[config.mk]
export PLATFORM = sky130hd
export DESIGN_NAME = uart_receive
export DESIGN_NICKNAME = d
export VERILOG_FILES = /design/src/rtl/uart_receive.sv
export SDC_FILE = /design/constraint.sdc
export NUM_CORES = 1
export LEC_CHECK = 0
export BUFFER_PORTS_ARGS = -buffer_cell sky130_fd_sc_hd__buf_2
export CORE_MARGIN = 8
export CORE_UTILIZATION = 50
export CTS_BUF_LIST = sky130_fd_sc_hd__clkbuf_8
export CTS_CLUSTER_DIAMETER = 80
export DETAILED_ROUTE_END_ITERATION = 10
export MAX_ROUTING_LAYER = met4
export PLACE_DENSITY = 0.8
export SKIP_CTS_REPAIR_TIMING = 1
export SLEW_MARGIN = 20
export SYNTH_ARGS = -nofsm -noshare
export SYNTH_HDL_FRONTEND = slang
export SYNTH_SLANG_ARGS = --single-unit
export TNS_END_PERCENT = 5
[constraint.sdc]
create_clock -name clk_in -period 1.7 [get_ports clk_in]
set_input_delay 0.34 -clock clk_in [delete_from_list [all_inputs] [get_ports clk_in]]
set_output_delay 0.34 -clock clk_in [all_outputs]
set_load 0.005 [all_outputs]
[src/rtl/uart_receive.sv]
// 8N1 UART receiver: synchronises the serial line, samples each bit at its centre
// and reports good bytes or framing errors as single-cycle pulses.
module uart_receive #(
   parameter int unsigned BAUD_RATE        = 25_000_000,
   parameter int unsigned INPUT_CLOCK_FREQ = 100_000_000
) (
   input  logic       clk_in,
   input  logic       rst_n_in,
   input  logic       rx_wire_in,
   output logic [7:0] data_byte_out,
   output logic       new_data_out,
   output logic       framing_error_out,
   output logic       busy_out
);

   localparam int unsigned PERIOD_CYCLES = INPUT_CLOCK_FREQ / BAUD_RATE;
   localparam int unsigned HALF_CYCLES   = PERIOD_CYCLES / 2;
   localparam int unsigned CNT_W         = $clog2(PERIOD_CYCLES) + 1;

   typedef enum logic [2:0] {
      IDLE,
      START,
      DATA,
      STOP,
      BREAK
   } state_t;

   state_t           state_q, state_d;
   logic [CNT_W-1:0] cnt_q, cnt_d;
   logic [2:0]       idx_q, idx_d;
   logic [7:0]       shift_q, shift_d;
   logic [7:0]       data_d;
   logic             new_data_d;
   logic             ferr_d;
   logic [1:0]       sync_q;
   logic             rx_s;

   // Two-flop synchroniser; resets to the idle (high) line level
   always_ff @(posedge clk_in or negedge rst_n_in) begin
      if (!rst_n_in) begin
         sync_q <= 2'b11;
      end else begin
         sync_q <= {sync_q[0], rx_wire_in};
      end
   end

   assign rx_s = sync_q[1];

   always_ff @(posedge clk_in or negedge rst_n_in) begin
      if (!rst_n_in) begin
         state_q           <= IDLE;
         cnt_q             <= '0;
         idx_q             <= '0;
         shift_q           <= '0;
         data_byte_out     <= 8'h00;
         new_data_out      <= 1'b0;
         framing_error_out <= 1'b0;
         busy_out          <= 1'b0;
      end else begin
         state_q           <= state_d;
         cnt_q             <= cnt_d;
         idx_q             <= idx_d;
         shift_q           <= shift_d;
         data_byte_out     <= data_d;
         new_data_out      <= new_data_d;
         framing_error_out <= ferr_d;
         busy_out          <= (state_d != IDLE);
      end
   end

   // Counter reaching zero marks a bit centre; the start bit is re-checked half a bit in
   always_comb begin
      state_d    = state_q;
      cnt_d      = cnt_q;
      idx_d      = idx_q;
      shift_d    = shift_q;
      data_d     = data_byte_out;
      new_data_d = 1'b0;
      ferr_d     = 1'b0;

      unique case (state_q)
         IDLE: begin
            if (!rx_s) begin
               state_d = START;
               cnt_d   = CNT_W'(HALF_CYCLES - 1);
            end
         end
         START: begin
            if (cnt_q == '0) begin
               if (!rx_s) begin
                  state_d = DATA;
                  cnt_d   = CNT_W'(PERIOD_CYCLES - 1);
                  idx_d   = 3'd0;
               end else begin
                  state_d = IDLE;
               end
            end else begin
               cnt_d = cnt_q - CNT_W'(1);
            end
         end
         DATA: begin
            if (cnt_q == '0) begin
               shift_d[idx_q] = rx_s;
               cnt_d          = CNT_W'(PERIOD_CYCLES - 1);
               if (idx_q == 3'd7) begin
                  state_d = STOP;
               end else begin
                  idx_d = idx_q + 3'd1;
               end
            end else begin
               cnt_d = cnt_q - CNT_W'(1);
            end
         end
         STOP: begin
            if (cnt_q == '0) begin
               if (rx_s) begin
                  data_d     = shift_q;
                  new_data_d = 1'b1;
                  state_d    = IDLE;
               end else begin
                  ferr_d  = 1'b1;
                  state_d = BREAK;
               end
            end else begin
               cnt_d = cnt_q - CNT_W'(1);
            end
         end
         BREAK: begin
            // A line held low stays here silently until it returns to idle
            if (rx_s) begin
               state_d = IDLE;
            end
         end
         default: begin
            state_d = IDLE;
         end
      endcase
   end

endmodule
==> results of run 1 <==
## cells in the final DEF (no fill, tap or decap), types with 2 or more instances in the layout
| master | instances |
|---|---|
| sky130_fd_sc_hd__nand2_1 | 8 |
| sky130_fd_sc_hd__dfstp_2 | 2 |
| sky130_fd_sc_hd__o21ai_0 | 5 |
| sky130_fd_sc_hd__a32o_1 | 2 |
| sky130_fd_sc_hd__inv_2 | 2 |
| sky130_fd_sc_hd__nor2_1 | 8 |
| sky130_fd_sc_hd__buf_4 | 17 |
| sky130_fd_sc_hd__ha_4 | 3 |
| sky130_fd_sc_hd__and3_1 | 2 |
| sky130_fd_sc_hd__nand3b_1 | 2 |
| sky130_fd_sc_hd__buf_2 | 13 |
| sky130_fd_sc_hd__nor3b_2 | 3 |
| sky130_fd_sc_hd__nor2b_1 | 2 |
| sky130_fd_sc_hd__dfrtp_1 | 27 |
| sky130_fd_sc_hd__a21oi_1 | 3 |
| sky130_fd_sc_hd__bufinv_16 | 2 |
| sky130_fd_sc_hd__nand3_1 | 3 |
| sky130_fd_sc_hd__mux2_2 | 15 |
| sky130_fd_sc_hd__and4_1 | 2 |
| sky130_fd_sc_hd__mux2i_1 | 2 |
| sky130_fd_sc_hd__clkbuf_8 | 6 |
| sky130_fd_sc_hd__mux2_4 | 4 |
## synthesized netlist by cell type (all sizes together)
cell,n,area share (%)
or3,1,0.78
dfstp,2,3.7
a21oi,3,1.0
and3b,1,0.61
buf,6,2.7
o32a,1,0.70
nor2,9,2.5
a32o,2,1.4
mux2,19,16
inv,3,0.78
o21ai,5,1.7
nor3,2,0.70
nand4b,1,0.61
nor2b,3,1.5
clkbuf,1,0.26
dfrtp,28,49
and2,1,0.44
a22oi,1,0.52
nand3b,2,1.0
nand2,8,2.1
nor3b,4,2.4
nand3,3,1.0
a211o,1,0.61
mux2i,3,2.1
nand2b,1,0.44
ha,4,3.5
and4,2,1.2
and3,2,0.87
nand4,1,0.44
## power groups by stage
stage	Sequential (mW)	Combinational, mW	Clock [mW]
after floorplan	0.954	0.708	0
after global placement	0.988	0.968	0
after detailed placement	0.998	1.02	0
after CTS	0.987	1.02	0.910
after global routing	1.02	1.23	0.946
final	1.00	1.10	0.895
## metrics by stage
step | setup slack, ns | utilization [%] | hold WS (ns) | cell area (sq um)
finish | -0.0943 | 66.7 | 0.0779 | 1840
global placement | -0.0500 | 58.7 | 0.346 | 1620
detailed placement | -0.0989 | 58.7 | 0.350 | 1620
floorplan | -0.0405 | - | 0.0444 | 1440
CTS | -0.111 | 63.8 | 0.101 | 1760
global route | -0.128 | 66.7 | 0.131 | 1840
## cell families after synthesis
logic type | after synthesis
and+or+nand+nor | 41
DFF | 30
muxes | 22
AOI/OAI and AO/OA | 13
buffers and inverters | 10
adders and majority gates | 4
## flip-flops by register name (all words and copies together) (netlist names)
register and flops:
data_byte_out 8, new_data_out 1, shift_q 8, busy_out 1, framing_error_out 1, sync_q 2, cnt_q 3, idx_q 3
state_q 3
## layout make-up
cell class / count / area [sq um]
Fill cell: 211 / 920
Sequential cell: 30 / 754
Multi-Input combinational cell: 80 / 698
Timing Repair Buffer: 30 / 193
Clock buffer: 6 / 82.6
Clock inverter: 2 / 60.1
Tap cell: 31 / 38.8
Inverter: 3 / 11.3
## worst register-to-register path, cell delays in order, from the launching register on
cell	delay, ns
sky130_fd_sc_hd__dfrtp_1	0.41
sky130_fd_sc_hd__ha_4	0.18
sky130_fd_sc_hd__ha_4	0.16
sky130_fd_sc_hd__nor3b_2	0.16
sky130_fd_sc_hd__a21oi_1	0.05
sky130_fd_sc_hd__or3_4	0.40
sky130_fd_sc_hd__mux2_4	0.31
## layer usage
layer	vias to the layer above	global-route usage (%)	wire, um
met3	6	6.15	113
met5	-	-	0
met2	12	18.8	1210
met1	461	13.1	1250
li1	486	-	-
met4	0	5.80	56
## final timing paths
| path | slack (ns) | from | to |
|---|---|---|---|
| min | 0.08 | rst_n_in | cnt_q[0] |
| min in group clk_in | 0.15 | rx_wire_in | sync_q[0] |
| max | -0.09 | idx_q[1] | idx_q[2] |
| min reg2reg | 0.36 | sync_q[0] | sync_q[1] |
| max reg2reg | -0.09 | idx_q[1] | idx_q[2] |
| max in group asynchronous | 1.17 | rst_n_in | state_q[0] |
==> metrics.log, run 1 <==
[metrics] peak ir drop on the vdd network: 1.55 mV
[metrics] unrepaired setup endpoints after global routing: true
[metrics] normalized max-slew margin: 56.7%
[metrics] global route total overflow: 0
[metrics] maximum fanout along the worst path: 3
[metrics] number of global-route vias before repair: 1,043
[metrics] Clock Skew: 0.00571 ns
[metrics] path class of the lowest-slack min-delay path: in2async
[metrics] critical path startpoint category: flip-flop
[metrics] Core Box Area: 2760 sq um
[metrics] r2r worst-path depth: 6
[metrics] total negative setup slack: -0.295 ns
[metrics] Hold Vio Cnt, Final: 0
[metrics] adder and majority cell fraction of the synthesized area: 3.48%
[metrics] result of the run: finished, violations left
[metrics] Post-Synth XOR/XNOR Area: 0%
[metrics] number of remaining DRC errors: 0
[metrics] ratio of cells with drive above 1 in the final layout: 49.0%
[metrics] DRT Wirelength: 2620 um
[metrics] type of element capturing the critical path: flip-flop
[metrics] post-synthesis instance total: 120
[metrics] Critical Path Stages: 6
[metrics] Total GRT Usage: 12.3%
[metrics] Worst-path clk slew: 0.06 ns
[metrics] first-pass iteration count of the detailed router: 4
[metrics] deepest level of the CTS H-tree: 2
[metrics] synthesized area divided by synthesized cell count: 12.0 sq um
[metrics] cell with the most instances on the worst path: sky130_fd_sc_hd__ha_4
[metrics] summed instance area of the synthesized netlist: 1440 sq um
[metrics] number of setup violations in the final report: 6
[metrics] die footprint: 4850 sq um
[metrics] classification of the worst setup path: reg2reg
[metrics] failing checks: setup timing
[metrics] CTS Root Cell: sky130_fd_sc_hd__clkbuf_8
[metrics] #FFs+latches synth: 30
[metrics] fraction of power consumed by combinational cells: 36.8%
[metrics] required arrival time at the worst endpoint: 1.87 ns
[metrics] internal power contribution: 2.09 mW
[metrics] number of clock buffers inserted by TritonCTS: 5
[metrics] main combinational cell family by area after synthesis: multiplexers
[metrics] power density normalized to cell area: 1630 nW/um^2
[metrics] clock period minus final worst setup slack: 1.79 ns
[metrics] effective utilization at floorplan: 52.2%
[metrics] count of maximum capacitance violations: 0
[metrics] worst-path cell chain: ha_4 -> ha_4 -> nor3b_2 -> a21oi_1 -> or3_4 -> mux2_4
[metrics] transition at the pin with the smallest max-transition slack: 0.650 ns
[metrics] sequential area share after synthesis: 52.3%
[metrics] buffer depth of the longest clock path: 2
[metrics] Total Power Consumption: 3.00 mW
[metrics] number of instances in the placed design: 172
[metrics] Critical Path AT: 1.96 ns
[metrics] post-detailed-route wirelength per cell: 14.4 um
[metrics] CP bufs+invs: 0
[metrics] sum of net half-perimeters after detailed placement: 1880 um
[metrics] number of diodes added for antenna fixing: 0
[metrics] worst setup slack after layout: -0.0943 ns
[metrics] post-detailed-route via-to-cell ratio: 5.30
[metrics] final instance count without filler cells: 182
[metrics] final clock period utilization by the worst path: 106%
[metrics] leakage power: 0.914 nW
[metrics] top cell family by delay on the critical path: simple AND/OR/NAND/NOR gates
[metrics] highest attainable clock frequency: 0.557 GHz
[metrics] compound-gate portion of the synthesized area: 6.00%
[metrics] Clk network pwr share: 29.8%
[metrics] floorplan row count: 19
[metrics] count of buffers inserted at the top-level ports: 13
[metrics] antenna-violating nets left: 0
[metrics] I/O pin count: 14
[metrics] TritonCTS clock tree: yes
[metrics] worst-path cell with the longest stage delay: sky130_fd_sc_hd__dfrtp_1
[metrics] Reg power frac: 33.4%
[metrics] final layout net count: 157
[metrics] vertical die dimension: 69.6 um
[metrics] number of slew-limit violations in the final report: 0
[metrics] number of antenna violations at the first check in global routing: 0
[metrics] count of vias placed by the detailed router: 965
[metrics] first-pass GRT wire length: 4660 um
[metrics] insertion delay of the later-clocked pin in the worst-skew pair: 0.28 ns
[metrics] Sw Share: 30.2%
[metrics] Mapped Nets: 127
[metrics] routability congestion estimate: 0.837
[metrics] clock sink count: 30
[metrics] maximum single-stage delay on the critical path: 0.41 ns
[metrics] Syn-to-layout area delta: 27.7%
[metrics] YS warnings: 0
[metrics] mux cell area share after synthesis: 17.7%
[metrics] Net Switching: 0.906 mW
[metrics] number of distinct library cells after synthesis: 35
[metrics] Detailed Route Iter0 Violations: 38
[metrics] pin count of the biggest net entering global routing: 31
[metrics] simple-gate share of the synthesized area: 16.7%
[metrics] DIE WIDTH: 69.6 um
No activity file was read; power rests on OpenSTA's default activity.
==> inputs of run 2 (changes only) <==
BUFFER_PORTS_ARGS = -buffer_cell sky130_fd_sc_hd__buf_4   (was -buffer_cell sky130_fd_sc_hd__buf_2)
CORE_UTILIZATION = 40   (was 50)
PLACE_DENSITY = 0.68   (was 0.8)
==> metrics.log, run 2 (synthesis gave the netlist of run 1 again) <==
[metrics] Total Power Consumption: 2.66 mW (-11%)
[metrics] TritonCTS clock tree: yes
[metrics] I/O pin count: 14 (unchanged)
[metrics] unrepaired setup endpoints after global routing: true
[metrics] Sw Share: 34.3% (+4.1 points)
[metrics] Clock Skew: 0.00566 ns (-0.0000533 ns)
[metrics] worst setup slack after layout: -0.0751 ns (+0.0192 ns)
[metrics] normalized max-slew margin: 74.9% (+18 points)
[metrics] number of remaining DRC errors: 0 (unchanged)
[metrics] power density normalized to cell area: 1450 nW/um^2 (-11%)
[metrics] number of antenna violations at the first check in global routing: 0 (unchanged)
[metrics] Clk network pwr share: 19.8% (-10 points)
[metrics] count of buffers inserted at the top-level ports: 13 (unchanged)
[metrics] leakage power: 0.893 nW (-2.3%)
[metrics] final-layout worst hold slack: -0.0225 ns (-0.100 ns)
[metrics] highest attainable clock frequency: 0.563 GHz (+1.1%)
[metrics] fraction of power consumed by combinational cells: 42.5% (+5.7 points)
[metrics] internal reg-to-reg setup slack: -0.08 ns (+0.02 ns)
[metrics] buffer depth of the longest clock path: 2 (unchanged)
[metrics] number of global-route vias before repair: 1,107 (+6.1%)
[metrics] deepest level of the CTS H-tree: 2 (unchanged)
[metrics] post-detailed-route wirelength per cell: 14.7 um (+2.1%)
[metrics] most frequent cells in the layout: sky130_fd_sc_hd__buf_4 (30), sky130_fd_sc_hd__dfrtp_1 (27), sky130_fd_sc_hd__mux2_2 (14)
[metrics] source of the worst register-to-register timing path: idx_q[0]
[metrics] global route total overflow: 0 (unchanged)
[metrics] fillers: 280 (+33%)
[metrics] leading cell type in the layout, fill and taps excluded: sky130_fd_sc_hd__buf_4
[metrics] worst setup path endpoint: idx_q[0]
[metrics] FF/Latch Area: 754 sq um (unchanged)
[metrics] clock period minus final worst setup slack: 1.78 ns (-0.0192 ns)
[metrics] number of slew-limit violations in the final report: 0 (unchanged)
[metrics] internal power contribution: 1.75 mW (-17%)
[metrics] first-pass GRT wire length: 5140 um (+10%)
[metrics] sum of net half-perimeters after detailed placement: 1970 um (+4.6%)
[metrics] GR met1 Demand/Resource: 11.6% (-1.5 points)
[metrics] maximum fanout along the worst path: 3 (unchanged)
[metrics] DRT Wirelength: 2890 um (+9.9%)
[metrics] final clock period utilization by the worst path: 104% (-1.1 points)
[metrics] Total GRT Usage: 10.9% (-1.4 points)
[metrics] pre-CTS worst setup slack: -0.110 ns (-0.0111 ns)
[metrics] area occupied by multi-input gates: 711 sq um (+1.8%)
[metrics] Worst-path clk slew: 0.06 ns (about the same)
[metrics] ratio of cells with drive above 1 in the final layout: 49.3% (+0.33 points)
[metrics] vertical die dimension: 76.0 um (+9.1%)
[metrics] post-detailed-route via-to-cell ratio: 5.03 (-5.1%)
[metrics] transition at the pin with the smallest max-transition slack: 0.376 ns (-0.274 ns)
[metrics] fraction of met3 tracks used by global routing: 3.89% (-2.3 points)
[metrics] DIE WIDTH: 76.0 um (+9.1%)
[metrics] Crit. Startpoint: idx_q[0]
[metrics] result of the run: finished, violations left
[metrics] pin count of the biggest net entering global routing: 31 (unchanged)
[metrics] final layout net count: 157 (unchanged)
[metrics] insertion delay of the later-clocked pin in the worst-skew pair: 0.28 ns (about the same)
[metrics] met2 track utilization from global routing: 17.7% (-1.0 points)
[metrics] number of setup violations in the final report: 4 (-2)
[metrics] type of element capturing the critical path: flip-flop
[metrics] Hold Vio Cnt, Final: 28 (+28)
[metrics] count of vias placed by the detailed router: 986 (+2.2%)
[metrics] die footprint: 5770 sq um (+19%)
[metrics] most used routing layer in global routing: met2
[metrics] critical path startpoint category: flip-flop
[metrics] peak ir drop on the vdd network: 0.654 mV (-58%)
[metrics] path class of the lowest-slack min-delay path: in2async
[metrics] antenna-violating nets left: 0 (unchanged)
[metrics] required arrival time at the worst endpoint: 1.87 ns (about the same)
[metrics] routability congestion estimate: 0.857 (+2.4%)
[metrics] Top Registers: data_byte_out x8, shift_q x8
[metrics] count of maximum capacitance violations: 0 (unchanged)
[metrics] effective utilization at floorplan: 42.5% (-9.7 points)
[metrics] endpoint of the lowest-slack register-to-register path: idx_q[0]
[metrics] number of clock buffers inserted by TritonCTS: 5 (unchanged)
[metrics] Critical Path AT: 1.94 ns (-0.02 ns)
[metrics] number of diodes added for antenna fixing: 0 (unchanged)
[metrics] first-pass iteration count of the detailed router: 4 (unchanged)
[metrics] Detailed Route Iter0 Violations: 35 (-7.9%)
[metrics] r2r worst-path depth: 6 (unchanged)
[metrics] classification of the worst setup path: reg2reg
[metrics] Syn-to-layout area delta: 27.7% (unchanged)
[metrics] failing checks: hold timing, setup timing
[metrics] CTS Root Cell: sky130_fd_sc_hd__clkbuf_8
[metrics] Net Switching: 0.912 mW (+0.72%)
[metrics] floorplan row count: 21 (+2)
[metrics] clock sink count: 30 (unchanged)
[metrics] Reg power frac: 37.7% (+4.3 points)
[metrics] Core Box Area: 3390 sq um (+23%)
## run 2: changes by cell type in the layout (fill, tap and decap cells not counted), sizes merged
| cell | delta |
|---|---|
| clkinv | +2 |
| clkbuf | -1 |
| bufinv | -2 |
## run 2: area by class of cell
type | instances | share of cell area (%)
flip-flops and latches | 30 | 41.0
multi-input cells | 80 | 38.7
repair buffers | 30 | 12.3
clock buffers | 5 | 3.74
well taps | 46 | 3.13
inverters | 3 | 0.613
clock inverters | 2 | 0.545
## run 2: power by group through the flow
stage               Clock, mW  Combinational [mW]  Sequential, mW
floorplan                   0               0.708           0.954
global placement            0               0.999           0.993
detailed placement          0                1.03            1.00
CTS                     0.546                1.03           0.990
global route            0.572                1.25            1.02
finish                  0.527                1.13            1.00
## run 2: critical path: stages, from the launching register on
cell                      delay, ns
sky130_fd_sc_hd__dfrtp_1       0.39
sky130_fd_sc_hd__ha_2          0.20
sky130_fd_sc_hd__ha_4          0.16
sky130_fd_sc_hd__nor3b_2       0.14
sky130_fd_sc_hd__a21oi_1       0.05
sky130_fd_sc_hd__or3_4         0.40
sky130_fd_sc_hd__mux2_4        0.31
## run 2: worst min-delay path by stage
| stage | from | to | cells after the start |
|---|---|---|---|
| after floorplan | rst_n_in | busy_out | 0 |
| after global placement | rst_n_in | cnt_q[1] | 1 |
| after detailed placement | rst_n_in | cnt_q[1] | 1 |
| after CTS | rst_n_in | cnt_q[0] | 1 |
| after global routing | rst_n_in | cnt_q[0] | 1 |
| final | rst_n_in | cnt_q[0] | 1 |
## run 2: metal layers
layer / vias up / share of wire (%)
li1: 484 / -
met1: 482 / 44
met2: 14 / 50
met3: 6 / 3.5
met4: 0 / 2.0
met5: - / 0
## run 2: per-stage QoR
step	TNS, ns	std cells	area (sq um)	hold WS (ns)	utilization (%)
2_1_floorplan	-0.122	120	1440	0.0444	-
3_3_place_gp	-0.208	187	1670	0.283	49.2
3_5_place_dp	-0.365	187	1670	0.290	49.2
4_1_cts	-0.439	194	1750	-0.0142	51.6
5_1_grt	-0.701	196	1840	0.00588	54.2
6_report	-0.222	196	1840	-0.0225	54.2
